===== config.mk =====
export PLATFORM = sky130hd
export DESIGN_NAME = multi_channel_timer
export DESIGN_NICKNAME = d
export VERILOG_FILES = /design/src/rtl/multi_channel_timer.sv
export SDC_FILE = /design/constraint.sdc
export NUM_CORES = 1
export LEC_CHECK = 0
export BUFFER_PORTS_ARGS = -buffer_cell sky130_fd_sc_hd__buf_2
export CORE_MARGIN = 2
export CORE_UTILIZATION = 50
export DETAILED_ROUTE_END_ITERATION = 8
export PLACE_DENSITY = 0.73
export SLEW_MARGIN = 20
export SYNTH_ARGS = -nofsm -noshare
export SYNTH_HDL_FRONTEND = slang
export SYNTH_SLANG_ARGS = --single-unit

===== constraint.sdc =====
create_clock -name clock -period 4.7 [get_ports clock]
set_input_delay 0.705 -clock clock [delete_from_list [all_inputs] [get_ports clock]]
set_output_delay 0.705 -clock clock [all_outputs]
set_load 0.01 [all_outputs]

===== src/rtl/multi_channel_timer.sv =====
// multi_channel_timer: NUM_CH independent quantum timers programmed by opcode,
// with per-channel sticky IRQs merged into one request plus a lowest-index ID.
// Optional build macro TIMER_PRESCALER_EN: channels advance only on a shared
// prescaler strobe (every PRESCALE enabled cycles) instead of every enabled cycle.

// One timer channel: quantum/enable/mode registers, counter and sticky IRQ.
module mct_channel #(
   parameter int WIDTH           = 32,
   parameter int DEFAULT_QUANTUM = 100,
   parameter int MIN_QUANTUM     = 10
) (
   input  logic             clock,
   input  logic             reset,
   input  logic             setq,
   input  logic             start,
   input  logic             stop,
   input  logic             mode,
   input  logic [WIDTH-1:0] rs_value,
   input  logic             tick_en,
   input  logic             clear,
   output logic [WIDTH-1:0] cnt,
   output logic             irq
);

   logic [WIDTH-1:0] quantum;
   logic             enabled;
   logic             periodic;
   logic             tick;

   // the counter always sees the registered (old) enable, so opcode writes land next cycle
   assign tick = enabled & tick_en;

   // configuration writes, count/expiry and IRQ acknowledge
   always_ff @(posedge clock or negedge reset) begin
      if (!reset) begin
         quantum  <= WIDTH'(DEFAULT_QUANTUM);
         enabled  <= 1'b0;
         periodic <= 1'b0;
         cnt      <= '0;
         irq      <= 1'b0;
      end else begin
         if (setq && (rs_value > WIDTH'(MIN_QUANTUM)))
            quantum <= rs_value;
         if (mode)
            periodic <= rs_value[0];
         // acknowledge beats a same-cycle expiry and works whether or not ticking
         if (clear) begin
            irq <= 1'b0;
            cnt <= '0;
         end else if (tick && (periodic || !irq)) begin
            // >= rather than == so a lowered quantum expires on the next tick
            if (cnt >= quantum - WIDTH'(1)) begin
               cnt <= '0;
               irq <= 1'b1;
               if (!periodic)
                  enabled <= 1'b0;
            end else begin
               cnt <= cnt + WIDTH'(1);
            end
         end
         // an explicit START/STOP in the same cycle overrides the one-shot self-disable
         if (start)
            enabled <= 1'b1;
         else if (stop)
            enabled <= 1'b0;
      end
   end

endmodule

module multi_channel_timer #(
   parameter int NUM_CH          = 4,
   parameter int WIDTH           = 32,
   parameter int CH_W            = 2,
   parameter int DEFAULT_QUANTUM = 100,
   parameter int MIN_QUANTUM     = 10,
   parameter int PRESCALE        = 4
) (
   input  logic              clock,
   input  logic              reset,
   input  logic [5:0]        opcode,
   input  logic [CH_W-1:0]   ch_sel,
   input  logic [WIDTH-1:0]  rs_value,
   input  logic              enable,
   input  logic [NUM_CH-1:0] clear_irq,
   output logic              irq_out,
   output logic [CH_W-1:0]   irq_id,
   output logic [NUM_CH-1:0] irq_vec,
   output logic [WIDTH-1:0]  counter_out
);

   localparam int NSEL = 1 << CH_W;

   localparam logic [5:0] OP_SETQ  = 6'b100100;
   localparam logic [5:0] OP_START = 6'b100101;
   localparam logic [5:0] OP_STOP  = 6'b100110;
   localparam logic [5:0] OP_MODE  = 6'b100111;

   logic [NSEL-1:0]             ch_ok;
   logic                        hit;
   logic                        strobe;
   logic                        tick_en;
   logic [NUM_CH-1:0][WIDTH-1:0] cnt_all;
   logic [WIDTH-1:0]            cnt_mux [NSEL];

   // table of legal channel indices; avoids a range compare that is constant
   // when NUM_CH is a power of two
   for (genvar j = 0; j < NSEL; j++) begin : g_ok
      assign ch_ok[j] = (j < NUM_CH);
      if (j < NUM_CH) begin : g_live
         assign cnt_mux[j] = cnt_all[j];
      end else begin : g_dead
         assign cnt_mux[j] = '0;
      end
   end

   assign hit = ch_ok[ch_sel];

`ifdef TIMER_PRESCALER_EN
   localparam int PW = $clog2(PRESCALE + 1);

   logic [PW-1:0] presc;

   // shared prescaler: counts 0..PRESCALE-1 on enabled cycles, holds otherwise
   always_ff @(posedge clock or negedge reset) begin
      if (!reset)
         presc <= '0;
      else if (enable)
         presc <= (presc == PW'(PRESCALE - 1)) ? '0 : presc + PW'(1);
   end

   assign strobe = (presc == PW'(PRESCALE - 1));
`else
   // every enabled cycle is a tick; a zero PRESCALE is illegal in either build
   assign strobe = (PRESCALE >= 1);
`endif

   assign tick_en = enable & strobe;

   for (genvar i = 0; i < NUM_CH; i++) begin : g_ch
      logic sel;
      assign sel = hit && (ch_sel == CH_W'(i));
      mct_channel #(
         .WIDTH           (WIDTH),
         .DEFAULT_QUANTUM (DEFAULT_QUANTUM),
         .MIN_QUANTUM     (MIN_QUANTUM)
      ) u_ch (
         .clock    (clock),
         .reset    (reset),
         .setq     (sel && (opcode == OP_SETQ)),
         .start    (sel && (opcode == OP_START)),
         .stop     (sel && (opcode == OP_STOP)),
         .mode     (sel && (opcode == OP_MODE)),
         .rs_value (rs_value),
         .tick_en  (tick_en),
         .clear    (clear_irq[i]),
         .cnt      (cnt_all[i]),
         .irq      (irq_vec[i])
      );
   end

   assign irq_out     = |irq_vec;
   assign counter_out = cnt_mux[ch_sel];

   // priority encode: scan high to low so the lowest pending index wins
   always_comb begin
      irq_id = '0;
      for (int k = NUM_CH - 1; k >= 0; k--)
         if (irq_vec[k])
            irq_id = CH_W'(k);
   end

endmodule


==> results of run 1 <==
## cell type report
cell class | count | area [um2]
repair buffers | 105 | 627
clock inverters | 14 | 83.8
well taps | 455 | 569
clock buffers | 43 | 871
multi-input cells | 1368 | 10600
inverters | 38 | 143
fillers | 3025 | 15100
diodes | 1 | 2.50
flip-flops and latches | 268 | 6720
## logic make-up (layout without fill, tap and decap cells)
| group | after synthesis | count (layout) |
|---|---|---|
| xor+xnor | 225 | 225 |
| other cells | 0 | 1 |
| fa+ha+maj | 136 | 136 |
| mux | 166 | 166 |
| simple gates | 675 | 675 |
| buf+inv | 92 | 200 |
| flops | 268 | 268 |
| compound gates | 166 | 166 |
## metrics by stage
stage	area, um2	instances	hold slack, ns	total power, uW
after floorplan	17700	1728	0.409	3720
after global placement	18700	2234	0.515	4080
after detailed placement	18700	2234	0.520	4160
after CTS	19600	2291	0.0732	6440
after global routing	19600	2291	0.102	6740
final	19600	2292	0.0702	6420
## registers in the layout (all words and copies together) (netlist names)
name and count:
g_ch.u_ch.cnt 128, g_ch.u_ch.enabled 4, g_ch.u_ch.irq 4, g_ch.u_ch.periodic 4, g_ch.u_ch.quantum 128
## Yosys cell counts, types with 4 or more instances
master / count
a211oi_1: 7
a21o_1: 20
a21oi_1: 54
and2_1: 14
and3_1: 34
and4_1: 17
buf_1: 7
buf_2: 4
buf_4: 4
clkbuf_1: 37
dfrtp_1: 256
dfstp_2: 12
ha_1: 136
inv_1: 37
mux2_2: 133
mux4_2: 32
nand2_1: 120
nand2b_1: 8
nand3_1: 64
nand3b_1: 10
nand4_1: 43
nor2_1: 153
nor2b_1: 12
nor3_1: 81
nor3b_1: 6
nor4_1: 53
nor4_2: 14
o2111ai_1: 4
o211ai_1: 6
o21a_1: 7
o21ai_0: 32
o31ai_1: 4
or3_1: 12
or4_1: 12
xnor2_1: 124
xor2_1: 101
## layer usage
metal	global-route usage [%]	routed length, um
met1	36.2	20600
met2	43.0	22300
met3	3.49	3140
met4	12.0	2300
met5	0	0
## power by group
| group | total, uW | internal [uW] | switching (uW) |
|---|---|---|---|
| Clock | 2280 | 1290 | 988 |
| Combinational | 1600 | 694 | 901 |
| Sequential | 2540 | 2420 | 127 |
## path summary, 6_finish.rpt
kind | from | endpoint | cells past startpoint
setup / recovery | g_ch[0].u_ch.quantum[11] | g_ch[0].u_ch.cnt[30] | 14
hold / removal | reset | g_ch[0].u_ch.periodic | 1
setup reg to reg | g_ch[0].u_ch.quantum[11] | g_ch[0].u_ch.cnt[30] | 14
hold reg to reg | g_ch[2].u_ch.quantum[21] | g_ch[2].u_ch.quantum[21] | 1
max in group asynchronous | reset | g_ch[2].u_ch.quantum[20] | 2
min in group clock | opcode[1] | g_ch[3].u_ch.enabled | 2
## worst max-delay path, cell delays in order, from the launching register on
cell and delay [ns]:
dfrtp_1 0.40, or3_1 0.39, or3_1 0.38, or3_1 0.38, nand2b_1 0.23, nor4_2 0.22
xnor2_1 0.16, ha_1 0.26, and4_1 0.19, a221o_1 0.35, or4_1 0.49, a21oi_2 0.16
nor3_2 0.15, buf_6 0.24, nor4_1 0.29
==> results.tsv, run 1 <==
metric	value	unit
criticalPathCategory	flop to flop	
synth_top_family_by_area	simple AND/OR/NAND/NOR gates	
max_freq	226	MHz
yosys_warnings	0	
tightestPinTransition	0.947	ns
wl_per_cell	21.1	um
synthTopCellsByArea	dfrtp_1 (36%), ha_1 (9.6%), mux2_2 (8.5%)	
fin_skew	0.0332	ns
drc	0	
outcome	finished, final reports clean	
h-tree-depth	1	
final_common_cell	dfrtp_1	
drtPass1Iterations	5	
period_share	94.0	%
critPathLaunchType	flop	
setup_tns	0	ns
first_global_vias	14000	
clockRootBuffer	clkbuf_16	
peakVddDrop	0.000338	V
die_w	192	um
synth_edf_count	0	
routed_wl	48300	um
num-nets-final	1995	
viasPerCell	6.13	
syn_nets	1911	
place_congestion	0.895	
clkTransAtPathRegs	0.06	ns
drt_iter0_markers	1183	
synth_fa_ha_area_share	9.62	%
portBuffers	85	
core	34700	um2
async_flop_share	100	%
ys_seq_area_share	38.0	%
cts_hold_buf	0	
cts_inserted_buffers	31	
min_period	4.42	ns
final-setup-viol-count	0	
synth_ff_type	dfrtp_1	
syn_area_per_cell	10.2	um2
place_ws	0.157	ns
row_count	68	
fp.dieH	192	um
grt_use_total	26.8	%
post-dp-hpwl	37400	um
synth_largest_area_cell	dfrtp_1	
leakagePower	0.00907	uW
slew_headroom	36.4	%
syn_area	17700	um2
grt_pass1_wl	76600	um
synthXorXnorAreaFrac	11.1	%
antenna_found_initial	2	
setup_ws	0.283	ns
yosysTopAreaCellShare	36.2	%
initial_core_util	51.0	%
layout_common_cells	dfrtp_1 (256), nor2_1 (153), ha_1 (136), mux2_2 (133), xnor2_1 (124)	
syn_inst	1728	
cts_tree	done	
via_count	14100	
hold_class	primary input to asynchronous set/reset pin	
cts_setup_buffers	0	
rsz0062_at_grt	no	
clkLatencyLatePin	0.59	ns
grt-ovfl-total	0	
grt_max_degree	153	
crit_fanout	18	
cts_sinks	268	
endpoint_kind	flop	
final_core_util	56.6	%
hold_viol_final	0	
power_density	326	nW/um2
final_antenna_net_count	0	
cts_resized	0	
reg2reg_slack	0.28	ns
synthMuxAreaShare	12.6	%
synth.distinct_cells	72	
synthSimpleGateAreaFrac	20.4	%
synth_compound_area_share	6.08	%
arrival	4.88	ns
die_area	36900	um2
cp.required	5.16	ns
ioPinCount	86	
maxSlewViolCount	0	
synth.ff_latch_count	268	
cts_max_path_buffers	3	
syn_to_final_growth	11.0	%
drive_above_1_share	20.0	%
max_cap_violations	0	
Power figures use the tool's default switching activity.
==> run 2: changes to the inputs <==
- CAP_MARGIN: not set -> 10
- CORE_UTILIZATION: 50 -> 35
- PLACE_DENSITY: 0.73 -> not set
==> run 2 against run 1 <==
Net effect:
- total power rose by 3.6%
- largest power group unchanged
- clock-buffer cell count fell by 2
- critical path type unchanged
- largest cell class unchanged
- highest routed layer unchanged
- first-iteration DRC count fell by 42%
- register-to-register slack improved by 0.04 ns
- die area rose by 42%
- flip-flop and latch count did not move
- clock skew fell by 0.016 ns
==> results.tsv, run 2 (same netlist as run 1, synthesis figures left out) <==
metric	value	unit
outcome	finished, final reports clean	
drtPass1Iterations	5	
hold_class	primary input to asynchronous set/reset pin	
die_area	52400	um2
final-setup-viol-count	0	
min_period	4.37	ns
core	50100	um2
crit_chain	nor4_1 -> nand2_1 -> or4_4 -> nor4_4 -> nor2b_1 -> xnor2_1 -> ha_1 -> and4_1 -> a221o_1 -> or4b_1 -> o221ai_2 -> a31oi_2 -> buf_12 -> nor2_1	
cts_sinks	268	
crit_fanout	27	
cts_max_path_buffers	3	
combPwrFrac	23.8	%
dr.max_layer_used	met4	
maxSlewViolCount	0	
place_area	18900	um2
critPathLaunchType	flop	
via_count	13800	
seq_power_share	38.3	%
cts_hold_buf	0	
first_global_vias	13900	
drt_iter0_markers	691	
endpoint_kind	flop	
cp_slowest_stage_delay	0.57	ns
wl_met1	22900	um
tightestPinTransition	1.02	ns
top_regs	g_ch.u_ch.cnt (128), g_ch.u_ch.quantum (128)	
drive_above_1_share	20.6	%
final_common_cell	dfrtp_1	
final_antenna_net_count	0	
layout_common_cells	dfrtp_1 (256), nor2_1 (153), ha_1 (136), mux2_2 (133), xnor2_1 (124)	
wl_met2	24300	um
cts_setup_buffers	0	
cts_resized	0	
cpMaxStageDelayCell	or4_4	
routed_wl	50900	um
power_frac_clock	38.0	%
switching_share	30.6	%
row_count	82	
ioPinCount	86	
max_cap_violations	0	
slew_headroom	32.0	%
grt_max_degree	121	
place_congestion	0.880	
wl_met3	2350	um
post-dp-hpwl	39400	um
criticalPathCategory	flop to flop	
fin_skew	0.0169	ns
antenna_found_initial	1	
cp.required	5.19	ns
portBuffers	85	
initial_core_util	35.3	%
grt_use_total	19.3	%
grt_pass1_wl	79900	um
drc	0	
wl_per_cell	20.3	um
clkLatencyLatePin	0.58	ns
clockRootBuffer	clkbuf_16	
holdWs	0.195	ns
arrival	4.87	ns
viasPerCell	5.51	
fin_area	20100	um2
syn_to_final_growth	13.4	%
cts_inserted_buffers	31	
fp.dieH	229	um
power_density	331	nW/um2
leakagePower	0.00912	uW
power.net_switching	2030	uW
setup_tns	0	ns
internal-power	4610	uW
peakVddDrop	0.000262	V
h-tree-depth	1	
rsz0062_at_grt	no	
grt-ovfl-total	0	
hold_viol_final	0	
max_freq	229	MHz
period_share	93.1	%
die_w	229	um
cts_tree	done	
num-nets-final	1995	
clkTransAtPathRegs	0.06	ns
[run 2: changes by cell type in the layout (fill, tap and decap cells not counted), sizes merged]
cell / before / now
inv: 39 / 38
clkbuf: 43 / 41
clkinvlp: 1 / 2
bufinv: 0 / 3
clkinv: 12 / 11
[run 2: layout make-up]
type,instances,area (um2)
diodes,1,2.50
clock buffers,41,903
repair buffers,105,627
fillers,4949,30000
multi-input cells,1368,10700
well taps,672,841
clock inverters,16,168
inverters,38,143
flip-flops and latches,268,6720
[run 2: critical path: cells and delay by family (launching register included)]
family | cells | cell delay, ns
AND/OR/NAND/NOR | 8 | 2.48
AO/OA/AOI/OAI | 3 | 0.78
flip-flops | 1 | 0.41
adder cells (fa/ha/maj) | 1 | 0.26
buffers and inverters | 1 | 0.20
XOR/XNOR | 1 | 0.14
[run 2: worst paths after layout]
check                      cells after the start                       end                      from  slack, ns
setup / recovery                              14      g_ch[1].u_ch.cnt[30]   g_ch[1].u_ch.quantum[3]       0.33
hold / removal                                 1       g_ch[0].u_ch.cnt[0]                     reset       0.20
setup reg to reg                              14      g_ch[1].u_ch.cnt[30]   g_ch[1].u_ch.quantum[3]       0.33
hold reg to reg                                1  g_ch[0].u_ch.quantum[31]  g_ch[0].u_ch.quantum[31]       0.53
max in group asynchronous                      2   g_ch[2].u_ch.quantum[5]                     reset       3.37
min in group clock                             2      g_ch[3].u_ch.enabled                 opcode[1]       0.38
[run 2: stage by stage]
| step | setup WS [ns] | cells | utilization (%) | total power [uW] |
|---|---|---|---|---|
| after floorplan | 0.520 | 1728 | - | 3720 |
| after global placement | 0.207 | 2451 | 37.8 | 4100 |
| after detailed placement | 0.129 | 2451 | 37.8 | 4150 |
| after CTS | 0.126 | 2508 | 40.0 | 6700 |
| after global routing | 0.000437 | 2508 | 40.1 | 7030 |
| final | 0.326 | 2509 | 40.1 | 6640 |
[run 2: power groups by stage]
stage,Clock (uW),Combinational [uW],Sequential (uW)
after global routing,2680,1790,2560
after detailed placement,0,1570,2580
after floorplan,0,1180,2550
after global placement,0,1530,2570
final,2520,1580,2540
after CTS,2580,1580,2540
[run 2: layer usage]
metal / GRT usage, % / up-vias
met2: 32.4 / 290
met3: 1.87 / 64
li1: - / 6492
met1: 26.5 / 6971
met4: 5.68 / 0
met5: 0 / -
